### src/rtl/adder_serial_sign_if.sv
// -----------------------------------------------------------------------------
// adder_serial_sign_if
// Handshake bundle for the serial signed adder.
//   valid_i / ready_o : operand request channel (requester -> adder)
//   rs1_i / rs2_i     : signed operands, captured when the adder accepts
//   valid_o / ready_i : result channel (adder -> consumer)
//   rd_o              : sum modulo 2^WIDTH
//   carry_o / ovf_o   : unsigned carry-out and signed overflow of the sum
// Modports: master = requester/consumer side, slave = the adder itself.
// -----------------------------------------------------------------------------
interface adder_serial_sign_if #(
   parameter int WIDTH = 32
);
   logic             valid_i;
   logic             ready_o;
   logic [WIDTH-1:0] rs1_i;
   logic [WIDTH-1:0] rs2_i;
   logic             valid_o;
   logic             ready_i;
   logic [WIDTH-1:0] rd_o;
   logic             carry_o;
   logic             ovf_o;

   modport master (
      output valid_i, rs1_i, rs2_i, ready_i,
      input  ready_o, valid_o, rd_o, carry_o, ovf_o
   );

   modport slave (
      input  valid_i, rs1_i, rs2_i, ready_i,
      output ready_o, valid_o, rd_o, carry_o, ovf_o
   );
endinterface

### src/rtl/adder_serial_sign.sv
// -----------------------------------------------------------------------------
// adder_serial_sign
// Multi-cycle signed adder: rd = rs1 + rs2, DIGIT bits per clock, LSB slice
// first. One operation in flight; WIDTH/DIGIT cycles of RUN per operation.
// Ports:
//   clk_i  : clock, all state changes on the rising edge
//   rst_i  : asynchronous active-high reset
//   bus    : adder_serial_sign_if.slave (operand and result handshakes)
// -----------------------------------------------------------------------------
module adder_serial_sign #(
   parameter int WIDTH = 32,
   parameter int DIGIT = 4
) (
   input  logic                 clk_i,
   input  logic                 rst_i,
   adder_serial_sign_if.slave   bus
);
   localparam int N     = WIDTH / DIGIT;
   localparam int CNT_W = (N > 1) ? $clog2(N) : 1;

   typedef enum logic [1:0] {
      IDLE = 2'd0,
      RUN  = 2'd1,
      DONE = 2'd2
   } state_t;

   state_t             state;
   logic [WIDTH-1:0]   a_q;       // augend shift register
   logic [WIDTH-1:0]   b_q;       // addend shift register
   logic [WIDTH-1:0]   acc_q;     // partial sum, filled from the top
   logic               carry_q;   // carry between slices
   logic [CNT_W-1:0]   cnt;
   logic               s1_q;      // captured operand sign bits
   logic               s2_q;

   logic [WIDTH-1:0]   rd_q;
   logic               carry_out_q;
   logic               ovf_q;

   logic [DIGIT:0]     slice;
   logic [WIDTH-1:0]   acc_next;

   // NOTE: every signal assigned in always_comb gets a default first so no
   // path leaves it unassigned; that is what keeps a latch from being inferred.
   always_comb begin
      slice    = '0;
      acc_next = acc_q;
      slice    = {1'b0, a_q[DIGIT-1:0]} + {1'b0, b_q[DIGIT-1:0]}
               + {{DIGIT{1'b0}}, carry_q};
      // New slice enters at the top; after N slices the LSB slice sits at bit 0.
      acc_next = WIDTH'({slice[DIGIT-1:0], acc_q} >> DIGIT);
   end

   // NOTE: sequential state uses non-blocking assignments only, so every
   // register samples the pre-edge values regardless of statement order.
   // NOTE: the datapath registers are reset along with the FSM; the result
   // outputs must read zero out of reset and there is no memory array here.
   always_ff @(posedge clk_i or posedge rst_i) begin
      if (rst_i) begin
         state       <= IDLE;
         a_q         <= '0;
         b_q         <= '0;
         acc_q       <= '0;
         carry_q     <= 1'b0;
         cnt         <= '0;
         s1_q        <= 1'b0;
         s2_q        <= 1'b0;
         rd_q        <= '0;
         carry_out_q <= 1'b0;
         ovf_q       <= 1'b0;
      end else begin
         unique case (state)
            IDLE: begin
               if (bus.valid_i) begin
                  a_q     <= bus.rs1_i;
                  b_q     <= bus.rs2_i;
                  s1_q    <= bus.rs1_i[WIDTH-1];
                  s2_q    <= bus.rs2_i[WIDTH-1];
                  acc_q   <= '0;
                  carry_q <= 1'b0;
                  cnt     <= '0;
                  state   <= RUN;
               end
            end
            RUN: begin
               acc_q   <= acc_next;
               a_q     <= a_q >> DIGIT;
               b_q     <= b_q >> DIGIT;
               carry_q <= slice[DIGIT];
               cnt     <= cnt + CNT_W'(1);
               if (cnt == CNT_W'(N - 1)) begin
                  // Results are published only here so they stay frozen
                  // through IDLE and RUN of the next operation.
                  rd_q        <= acc_next;
                  carry_out_q <= slice[DIGIT];
                  ovf_q       <= (s1_q == s2_q) && (acc_next[WIDTH-1] != s1_q);
                  state       <= DONE;
               end
            end
            DONE: begin
               if (bus.ready_i) begin
                  state <= IDLE;
               end
            end
            default: state <= IDLE;
         endcase
      end
   end

   // Handshake flags decode straight from the state register: no path from
   // valid_i or ready_i reaches them combinationally.
   assign bus.ready_o = (state == IDLE);
   assign bus.valid_o = (state == DONE);
   assign bus.rd_o    = rd_q;
   assign bus.carry_o = carry_out_q;
   assign bus.ovf_o   = ovf_q;

endmodule

### src/flat_wrapper.sv
// flat-port wrapper written by rule: the top's interface ports become plain ports
module adder_serial_sign_flat 
#(
   parameter int WIDTH = 32,
   parameter int DIGIT = 4
)
  (clk_i, rst_i, bus_valid_i, bus_rs1_i, bus_rs2_i, bus_ready_i, bus_ready_o, bus_valid_o, bus_rd_o, bus_carry_o, bus_ovf_o);
  adder_serial_sign_if #(.WIDTH(WIDTH)) bus_i ();
  input  logic clk_i;
  input  logic rst_i;
  input wire logic [$bits(bus_i.valid_i)-1:0] bus_valid_i;
  input wire logic [$bits(bus_i.rs1_i)-1:0] bus_rs1_i;
  input wire logic [$bits(bus_i.rs2_i)-1:0] bus_rs2_i;
  input wire logic [$bits(bus_i.ready_i)-1:0] bus_ready_i;
  output wire logic [$bits(bus_i.ready_o)-1:0] bus_ready_o;
  output wire logic [$bits(bus_i.valid_o)-1:0] bus_valid_o;
  output wire logic [$bits(bus_i.rd_o)-1:0] bus_rd_o;
  output wire logic [$bits(bus_i.carry_o)-1:0] bus_carry_o;
  output wire logic [$bits(bus_i.ovf_o)-1:0] bus_ovf_o;
  assign bus_i.valid_i = bus_valid_i;
  assign bus_i.rs1_i = bus_rs1_i;
  assign bus_i.rs2_i = bus_rs2_i;
  assign bus_i.ready_i = bus_ready_i;
  assign bus_ready_o = bus_i.ready_o;
  assign bus_valid_o = bus_i.valid_o;
  assign bus_rd_o = bus_i.rd_o;
  assign bus_carry_o = bus_i.carry_o;
  assign bus_ovf_o = bus_i.ovf_o;
  adder_serial_sign #(.WIDTH(WIDTH), .DIGIT(DIGIT)) u_core (.clk_i(clk_i), .rst_i(rst_i), .bus(bus_i));
endmodule
### config.mk
export PLATFORM = sky130hd
export DESIGN_NAME = adder_serial_sign_flat
export DESIGN_NICKNAME = d
export VERILOG_FILES = /design/src/rtl/adder_serial_sign_if.sv /design/src/rtl/adder_serial_sign.sv /design/src/flat_wrapper.sv
export SDC_FILE = /design/constraint.sdc
export NUM_CORES = 1
export LEC_CHECK = 0
export CAP_MARGIN = 20
export CORE_MARGIN = 2
export CORE_UTILIZATION = 47
export DETAILED_ROUTE_END_ITERATION = 7
export PLACE_DENSITY = 0.83
export SYNTH_ARGS = -nofsm -noshare
export SYNTH_HDL_FRONTEND = slang
export SYNTH_SLANG_ARGS = --single-unit
### constraint.sdc
create_clock -name clk_i -period 4.5 [get_ports clk_i]
set_input_delay 0.9 -clock clk_i [delete_from_list [all_inputs] [get_ports clk_i]]
set_output_delay 0.9 -clock clk_i [all_outputs]
set_load 0.05 [all_outputs]
* Word level (Yosys, flattened, before mapping)
Cells that the tools add are included.
** Operators by class
- Mux-type cells :: 14
- Eq/ne operators :: 8
- Add/sub/neg operators :: 3
- Reductions and logical operators :: 7
** Operator list (number)
- $pmux 32 s2 :: 3
- $mux 32 :: 3
- $mux 2 :: 3
- $pmux 2 s3 :: 1
- $pmux 3 s2 :: 1
- $reduce_and 2->1 :: 3
- $add 4x4->5 :: 1
- $add 5x1->5 :: 1
- $ne 2x2->1 const B :: 2
- $add 3x1->3 const B :: 1
- $eq 3x3->1 const B :: 1
- $mux 3 :: 1
- $reduce_and 3->1 :: 1
- $eq 2x1->1 const B :: 1
- $eq 2x2->1 const B :: 1
- $logic_not 2->1 :: 1
- $ne 2x1->1 const B :: 1
- $pmux 1 s2 :: 1
- $reduce_bool 2->1 :: 1
- $eq 1x1->1 :: 1
- $logic_and 1x1->1 :: 1
- $mux 1 :: 1
- $ne 1x1->1 :: 1
** Storage, ports and cells
- Output and inout port bits :: 36
- Logic and storage cells :: 43
- Bits in registers :: 138
- Input bits :: 68

* Longest topological paths before layout
Gate-level depths: netlist of run 1.
- Word-level depth :: 4
- Gate-level depth with buffers :: 7
- Gate-level depth less buffers :: 6

* Worst setup path after synthesis of run 1
OpenSTA, ideal clock, no wires.
- Path kind :: flip-flop to output port
- From :: register u_core.state[0]
- To :: output bus_ready_o
- Data required time :: 3.600 ns
- Slack :: 2.515 ns
- Data arrival time :: 1.085 ns
- Cell stages (with the launch flop) :: 2
- Buffers on the path :: 0
- Path through :: dfrtp_1 > nor2_1
** On the way
- Word-level cells in the longest chain between the ends :: 1
** Ends and longest elaborated chain
- start: declaration :: RTL line adder_serial_sign.sv:27 : state_t state;
- start signal: assignment :: RTL line adder_serial_sign.sv:60 : state <= IDLE;
- start signal: assignment :: RTL line adder_serial_sign.sv:82 : state <= RUN;
- start signal: assignment :: RTL line adder_serial_sign.sv:97 : state <= DONE;
- $logic_not 2->1 :: RTL line adder_serial_sign.sv:112 : assign bus.ready_o = (state == IDLE);
- end: declaration :: RTL line flat_wrapper.sv:15 : output wire logic [$bits(bus_i.ready_o)-1:0] bus_ready_o;
No other way between the ends.

* Worst setup path in the final report of run 1
- From :: register u_core.state[0]
- To :: output bus_valid_o
** On the way
- Word-level cells in the longest chain between the ends :: 1
** Ends and longest elaborated chain
- $eq 2x2->1 :: RTL line adder_serial_sign.sv:113 : assign bus.valid_o = (state == DONE);
- end: declaration :: RTL line flat_wrapper.sv:16 : output wire logic [$bits(bus_i.valid_o)-1:0] bus_valid_o;
No other way between the ends.

==> results of run 1 <==
## final cells by class
type,instances,area share
multi-input cells,410,0.285
repair buffers,110,0.148
well taps,147,0.0248
clock buffers,17,0.0573
flip-flops and latches,134,0.452
diodes,1,0.000337
clock inverters,15,0.0305
inverters,3,0.00219
## per-stage QoR
step | worst slack, ns | area, um2
after floorplan | 0.0172 | 5660
after global placement | 1.71 | 6750
after detailed placement | 1.63 | 6750
after CTS | 1.64 | 7400
after global routing | 1.59 | 7420
final | 1.65 | 7420
## worst min-delay path, cell delays in order, from the launching register on
cell and delay, ns:
dfrtp_1 0.34, nand2_1 0.06, nand3_1 0.06
## routing by layer
metal | wire length (um) | track usage | up-vias
met5 | 0 | 0 | -
met4 | 245 | 0.0707 | 0
met3 | 735 | 0.0420 | 25
met2 | 6540 | 0.350 | 168
met1 | 5650 | 0.279 | 2212
li1 | - | - | 2140
## cells in the final DEF, fill, tap and decap left out
| cell | instances |
|---|---|
| a211o_1 | 1 |
| a21o_1 | 1 |
| a21oi_1 | 2 |
| a22o_1 | 2 |
| a31oi_1 | 56 |
| and2b_1 | 1 |
| and3_1 | 1 |
| buf_12 | 1 |
| buf_4 | 6 |
| bufinv_16 | 5 |
| clkbuf_16 | 17 |
| clkdlybuf4s50_1 | 103 |
| clkinv_2 | 2 |
| clkinv_4 | 2 |
| clkinvlp_4 | 3 |
| dfrtp_1 | 134 |
| diode_2 | 1 |
| fa_1 | 2 |
| ha_1 | 5 |
| inv_1 | 2 |
| inv_6 | 4 |
| mux2_2 | 28 |
| mux2_4 | 2 |
| nand2_1 | 192 |
| nand2_2 | 1 |
| nand2b_1 | 1 |
| nand2b_4 | 1 |
| nand3_1 | 5 |
| nor2_1 | 60 |
| nor3_1 | 1 |
| nor3b_2 | 1 |
| o2111ai_1 | 1 |
| o21ai_0 | 43 |
| or3_1 | 1 |
| xnor2_1 | 2 |
## power groups by stage
stage | combinational (mW) | clock (mW) | sequential (mW)
after global routing | 2.64 | 1.59 | 2.19
after global placement | 2.27 | 0 | 2.10
after CTS | 2.38 | 1.53 | 2.13
after floorplan | 1.33 | 0 | 2.46
after detailed placement | 2.35 | 0 | 2.13
final | 2.38 | 1.52 | 2.13
## how the worst max path moves through the flow
stage	to	from	depth (start not counted)
2_1_floorplan	u_core.a_q[0]$_DFFE_PP0P_	rst_i	1
3_5_place_dp	u_core.cnt[0]$_DFFE_PP0P_	bus_valid_i	6
3_3_place_gp	u_core.cnt[0]$_DFFE_PP0P_	bus_valid_i	6
5_1_grt	bus_valid_o	u_core.state[0]$_DFFE_PP0P_	3
4_1_cts	bus_valid_o	u_core.state[0]$_DFFE_PP0P_	3
6_report	bus_valid_o	u_core.state[0]$_DFFE_PP0P_	3
## kinds of logic after synthesis
family | count (synthesis) | share of synthesized area
simple gates | 265 | 0.180
flops | 134 | 0.592
compound gates | 106 | 0.109
buf+inv | 44 | 0.0367
mux | 30 | 0.0610
fa+ha+maj | 7 | 0.0181
xor+xnor | 2 | 0.00309
## registers in the layout, summed over array words and instances (netlist names)
register / cells
u_core.a_q: 32
u_core.b_q: 32
u_core.bus.rd_o: 32
u_core.acc_q: 28
u_core.cnt: 3
u_core.state: 2
u_core.bus.carry_o: 1
u_core.bus.ovf_o: 1
u_core.carry_q: 1
u_core.s1_q: 1
u_core.s2_q: 1
==> summary.md, run 1 <==
| Metric | Value |
|---|---|
| Status | finished, final reports clean |
| Synth top area share | 0.592 |
| Share of cells above drive strength 1 | 0.106 |
| Worst endpoint data arrival time | a little under 2 ns |
| Post-DP HPWL | roughly 8300 um |
| Final total power | approximately 6.0 mW |
| Switching Share | 0.399 |
| Top Ports | around 100 |
| Antenna-violating nets left | 0 |
| Starting Density | 0.476 |
| DR pass1 iterations | 5 |
| Worst-path fanout max | 5 |
| HP Class | reg2reg |
| DP Cell Count | around 800 |
| Final cell count without fillers | approximately 840 |
| Kind of critical path | reg2out |
| Max-slew violations | 0 |
| RSZ-0062 raised after global routing | false |
| Hold worst-path end | u_core.bus.ovf_o$_DFFE_PP0P_ |
| Hold Fails Final Rpt | 0 |
| Filler cells | roughly 980 |
| Seq pwr share | 0.353 |
| Area growth syn-to-layout | 31.0% |
| Tcrit/Tclk final | 0.634 |
| Crit-path slowest cell | clkdlybuf4s50_1 |
| Final Skew | ~0.008 ns |
| Syn nets | 663 |
| Final Core Density | 0.623 |
| Setup_tns | 0 ns |
| GRT Overall Usage | 0.210 |
| Hold path start | u_core.bus.ovf_o$_DFFE_PP0P_ |
| Worst skew pair latency | approximately 0.4 ns |
| Area occupied by multi-input gates | roughly 2100 um2 |
| Cell Int Power | 3.63 mW |
| Worst r2r path cells | 4 |
| Buffers & Inverters on Critical Path | 2 |
| P_sw | roughly 2.4 mW |
| Synthesized area | ~5700 um2 |
| Die span in y | about 110 um |
| Sequential cell area | 3350 um2 |
| Post-synth top cells | 193 x nand2_1, 134 x dfrtp_1, 60 x nor2_1 |
| Syn Area/Cell | ~9.6 um2 |
| Fmax | 350 MHz |
| Core area | ~12000 um2 |
| I/O Buffers | roughly 100 |
| Most common flop cell mapped by yosys | dfrtp_1 |
| Tightest Pin Transition | about 1 ns |
| Synth area leaders | dfrtp_1 59%, nand2_1 13%, a31oi_1 6.2% |
| DR iter-0 viols | around 340 |
| Clock power frac | 0.252 |
| Reg-to-Reg End | u_core.acc_q[18]$_DFFE_PP0P_ |
| Maxcap violations | 0 |
| Hold Slack | 0.489 ns |
| Worst VDD drop | between 0.3 and 0.4 mV |
| Clock Tree Root | clkbuf_16 |
| Finish-stage setup viols | 0 |
| Final WL | 13200 um |
| Pin count of the biggest net entering global routing | roughly 110 |
| Post-synth ARST share | 1.00 |
| Layout Nets | between 700 and 800 |
| Post-Syn Instances | between 500 and 600 |
| EDFF count, synth | 0 |
| Final GP Congestion | about 0.77 |
| Register-to-Register Setup Slack | between 2 and 2.5 ns |
| # hold bufs at CTS | 0 |
| Synth cell types | 27 |
| Initial antenna violation count | 0 |
| Postcts setup bufs | 0 |
| First-pass GRT wire length | between 20000 and 25000 um |
| Drc violations | 0 |
| Clock-pin slew on the worst setup and hold paths | ~0.06 ns |
| Clk sink count | between 100 and 150 |
| CTS Buf Count | 17 |
| Synth warnings | 0 |
| CTS H-Tree Depth | 4 |
| Critical Path, Cell by Cell | nand2b_1 -> inv_1 -> clkdlybuf4s50_1 |
| Dominant cell by count in the synthesized netlist | nand2_1 |
| Max incr delay on CP | between 0.7 and 0.8 ns |
| Vias post-DR | between 4000 and 5000 |
| Wire length per cell | around 16 um |
| Row cnt | 40 |
| Yosys reg bits | about 130 |
| CTS tree | built |
| Comb power frac | 0.394 |
| Vias in the first global route | ~4500 |
| DIE AREA | around 13000 um2 |
| Pwr/cell area | ~800 nW/um2 |
| CP startpoint kind | flip-flop |
| Post-cts sizing count | 0 |
| Synth area leader | dfrtp_1 |
| Minimum clock period | 2.85 ns |
| Delay-heaviest family, CP | buffers and inverters |
| Pleak | 3.30 nW |
| DR vias/cell | ~5.4 |
| Die width | ~110 um |
| Required time worst endpoint | approximately 3.6 ns |
| Worst Hold Path Cells | 2 |
| Global route overflow | 0 |
| Post-synthesis sequential area ratio | 0.592 |
| Crit. End Element | primary output |
| Worst R2R Start | u_core.state[1]$_DFFE_PP0P_ |
| Slew HR | 0.331 |
| Maximum clock path buffer count | 2 |
Power figures use the tool's default switching activity.
==> run 2: changes to the inputs <==
clock period = 2.4 ns   (was 4.5 ns; I/O delays follow)
==> run 2 against run 1 <==
Against the previous run: wire length rose by 0.98%; first-iteration DRC count rose by 5.3%; register-to-register slack got worse by 1.6 ns; utilization rose by 0.40 points.
==> summary.md, run 2 (synthesis results as in run 1) <==
| Metric | Value |
|---|---|
| Worst-path fanout max | 5 |
| Max-slew violations | 0 |
| Hold Fails Final Rpt | 0 |
| Minimum clock period | 2.12 ns |
| Post-DP HPWL | 8690 um |
| Drc violations | 0 |
| Clock Tree Root | clkbuf_16 |
| Required time worst endpoint | between 1.5 and 2 ns |
| # hold bufs at CTS | 0 |
| Area occupied by multi-input gates | between 2000 and 2500 um2 |
| Pwr/cell area | 1510 nW/um2 |
| CTS tree | built |
| Global route overflow | 0 |
| Starting Density | 0.476 |
| Launch point of the critical path | u_core.state[0]$_DFFE_PP0P_ |
| CTS Buf Count | 17 |
| Die span in y | ~110 um |
| Share of cells above drive strength 1 | 0.109 |
| Vias post-DR | 4531 |
| RSZ-0062 raised after global routing | false |
| HP Class | reg2reg |
| Fmax | 472 MHz |
| CP startpoint kind | flip-flop |
| Status | finished, final reports clean |
| Sequential cell area | 3350 um2 |
| Maxcap violations | 0 |
| Worst R2R Start | u_core.b_q[0]$_DFFE_PP0P_ |
| Maximum clock path buffer count | 2 |
| Post-cts sizing count | 2 |
| Finish-stage setup viols | 0 |
| Area growth syn-to-layout | 31.9% |
| Wire length per cell | approximately 16 um |
| Antenna diode count | 0 |
| I/O Buffers | roughly 100 |
| CTS H-Tree Depth | 4 |
| Filler cells | about 950 |
| First-pass GRT wire length | roughly 22000 um |
| Reg-to-Reg End | u_core.bus.carry_o$_DFFE_PP0P_ |
| Final Skew | around 0.0073 ns |
| Final GP Congestion | 0.786 |
| Commonest non-fill, non-tap cell in the layout | nand2_1 |
| Initial antenna violation count | 0 |
| Row cnt | 40 |
| Final total power | ~11 mW |
| GRT Overall Usage | 0.214 |
| DIE AREA | 12900 um2 |
| Die width | roughly 110 um |
| Top Ports | 104 |
| Layout Nets | around 750 |
| Setup_tns | 0 ns |
| Worst r2r path cells | 6 |
| Worst skew pair latency | around 0.4 ns |
| Worst endpoint data arrival time | around 1.6 ns |
| Pin count of the biggest net entering global routing | around 100 |
| Tcrit/Tclk final | 0.883 |
| DR vias/cell | 5.41 |
| Kind of critical path | reg2out |
| Tightest Pin Transition | ~0.58 ns |
| Final WL | between 10000 and 15000 um |
| Commonest cells after routing, fill and taps aside | 192 x nand2_1, 134 x dfrtp_1, 101 x clkdlybuf4s50_1 |
| Postcts setup bufs | 0 |
| DR pass1 iterations | 5 |
| Vias in the first global route | approximately 4500 |
| Clk sink count | 134 |
| Crit. End Element | primary output |
| Pleak | between 3 and 4 nW |
| Worst VDD drop | between 0.5 and 0.6 mV |
| Register-to-Register Setup Slack | around 0.51 ns |
| CP Capture Point | bus_valid_o |
| DR iter-0 viols | about 360 |
| Clock-pin slew on the worst setup and hold paths | 0.06 ns |
| Antenna-violating nets left | 0 |
| Slew HR | 0.614 |
| Core area | approximately 12000 um2 |
-- run 2: cell types whose count changed in the layout (fill, tap and decap cells not counted), sizes merged --
cell | previous run | this run
dlygate4sd2 | 0 | 2
diode | 1 | 0
inv | 6 | 4
bufinv | 5 | 4
clkdlybuf4s50 | 103 | 101
clkinvlp | 3 | 6
buf | 7 | 9
-- run 2: how the worst min path moves through the flow --
stage | startpoint | end | slack, ns | cells past startpoint
floorplan | u_core.cnt[0]$_DFFE_PP0P_ | u_core.cnt[0]$_DFFE_PP0P_ | 0.47 | 1
detailed placement | u_core.bus.ovf_o$_DFFE_PP0P_ | u_core.bus.ovf_o$_DFFE_PP0P_ | 0.48 | 2
global route | u_core.bus.rd_o[31]$_DFFE_PP0P_ | u_core.bus.rd_o[31]$_DFFE_PP0P_ | 0.52 | 2
global placement | u_core.bus.ovf_o$_DFFE_PP0P_ | u_core.bus.ovf_o$_DFFE_PP0P_ | 0.46 | 2
finish | u_core.bus.carry_o$_DFFE_PP0P_ | u_core.bus.carry_o$_DFFE_PP0P_ | 0.49 | 2
CTS | u_core.bus.ovf_o$_DFFE_PP0P_ | u_core.bus.ovf_o$_DFFE_PP0P_ | 0.50 | 2
-- run 2: per-stage QoR --
stage / hold WS (ns) / setup WS (ns) / instances / area [um2] / utilization
2_1_floorplan: 0.466 / 0.255 / 588 / 5670 / -
3_3_place_gp: 0.463 / 0.367 / 806 / 6840 / 0.575
3_5_place_dp: 0.485 / 0.353 / 806 / 6840 / 0.575
4_1_cts: 0.499 / 0.268 / 838 / 7470 / 0.627
5_1_grt: 0.521 / 0.191 / 838 / 7470 / 0.627
6_report: 0.493 / 0.282 / 838 / 7470 / 0.627
-- run 2: power breakdown --
group | leakage [nW] | switching, mW | internal, mW
logic | 1.38 | 2.86 | 1.69
clock network | 0.292 | 1.01 | 1.74
registers | 1.64 | 0.674 | 3.30
total | 3.32 | 4.55 | 6.74
-- run 2: routing by layer --
metal	global-route usage	wire, um	vias to the layer above
li1	-	-	2135
met1	0.281	5810	2223
met2	0.362	6640	154
met3	0.0457	656	19
met4	0.0618	185	0
met5	0	0	-
-- run 2: worst max-delay path, stage by stage (launching register included) --
cell           delay [ns]
dfrtp_1              0.45
nand2b_1             0.21
inv_1                0.06
dlygate4sd2_1        0.52
-- run 2: layout make-up --
cell class / instances / share of cell area
Timing Repair Buffer: 112 / 0.157
Sequential cell: 134 / 0.449
Tap cell: 147 / 0.0246
Clock inverter: 15 / 0.0271
Clock buffer: 17 / 0.0570
Inverter: 3 / 0.00201
Multi-Input combinational cell: 410 / 0.284
==> run 3: changes to the inputs <==
CTS_BUF_LIST = sky130_fd_sc_hd__clkbuf_4 sky130_fd_sc_hd__clkbuf_8 sky130_fd_sc_hd__clkbuf_16   (was unset)
==> results of run 3 <==
Same layout as run 2: the final DEF is identical, and so are final timing and power.
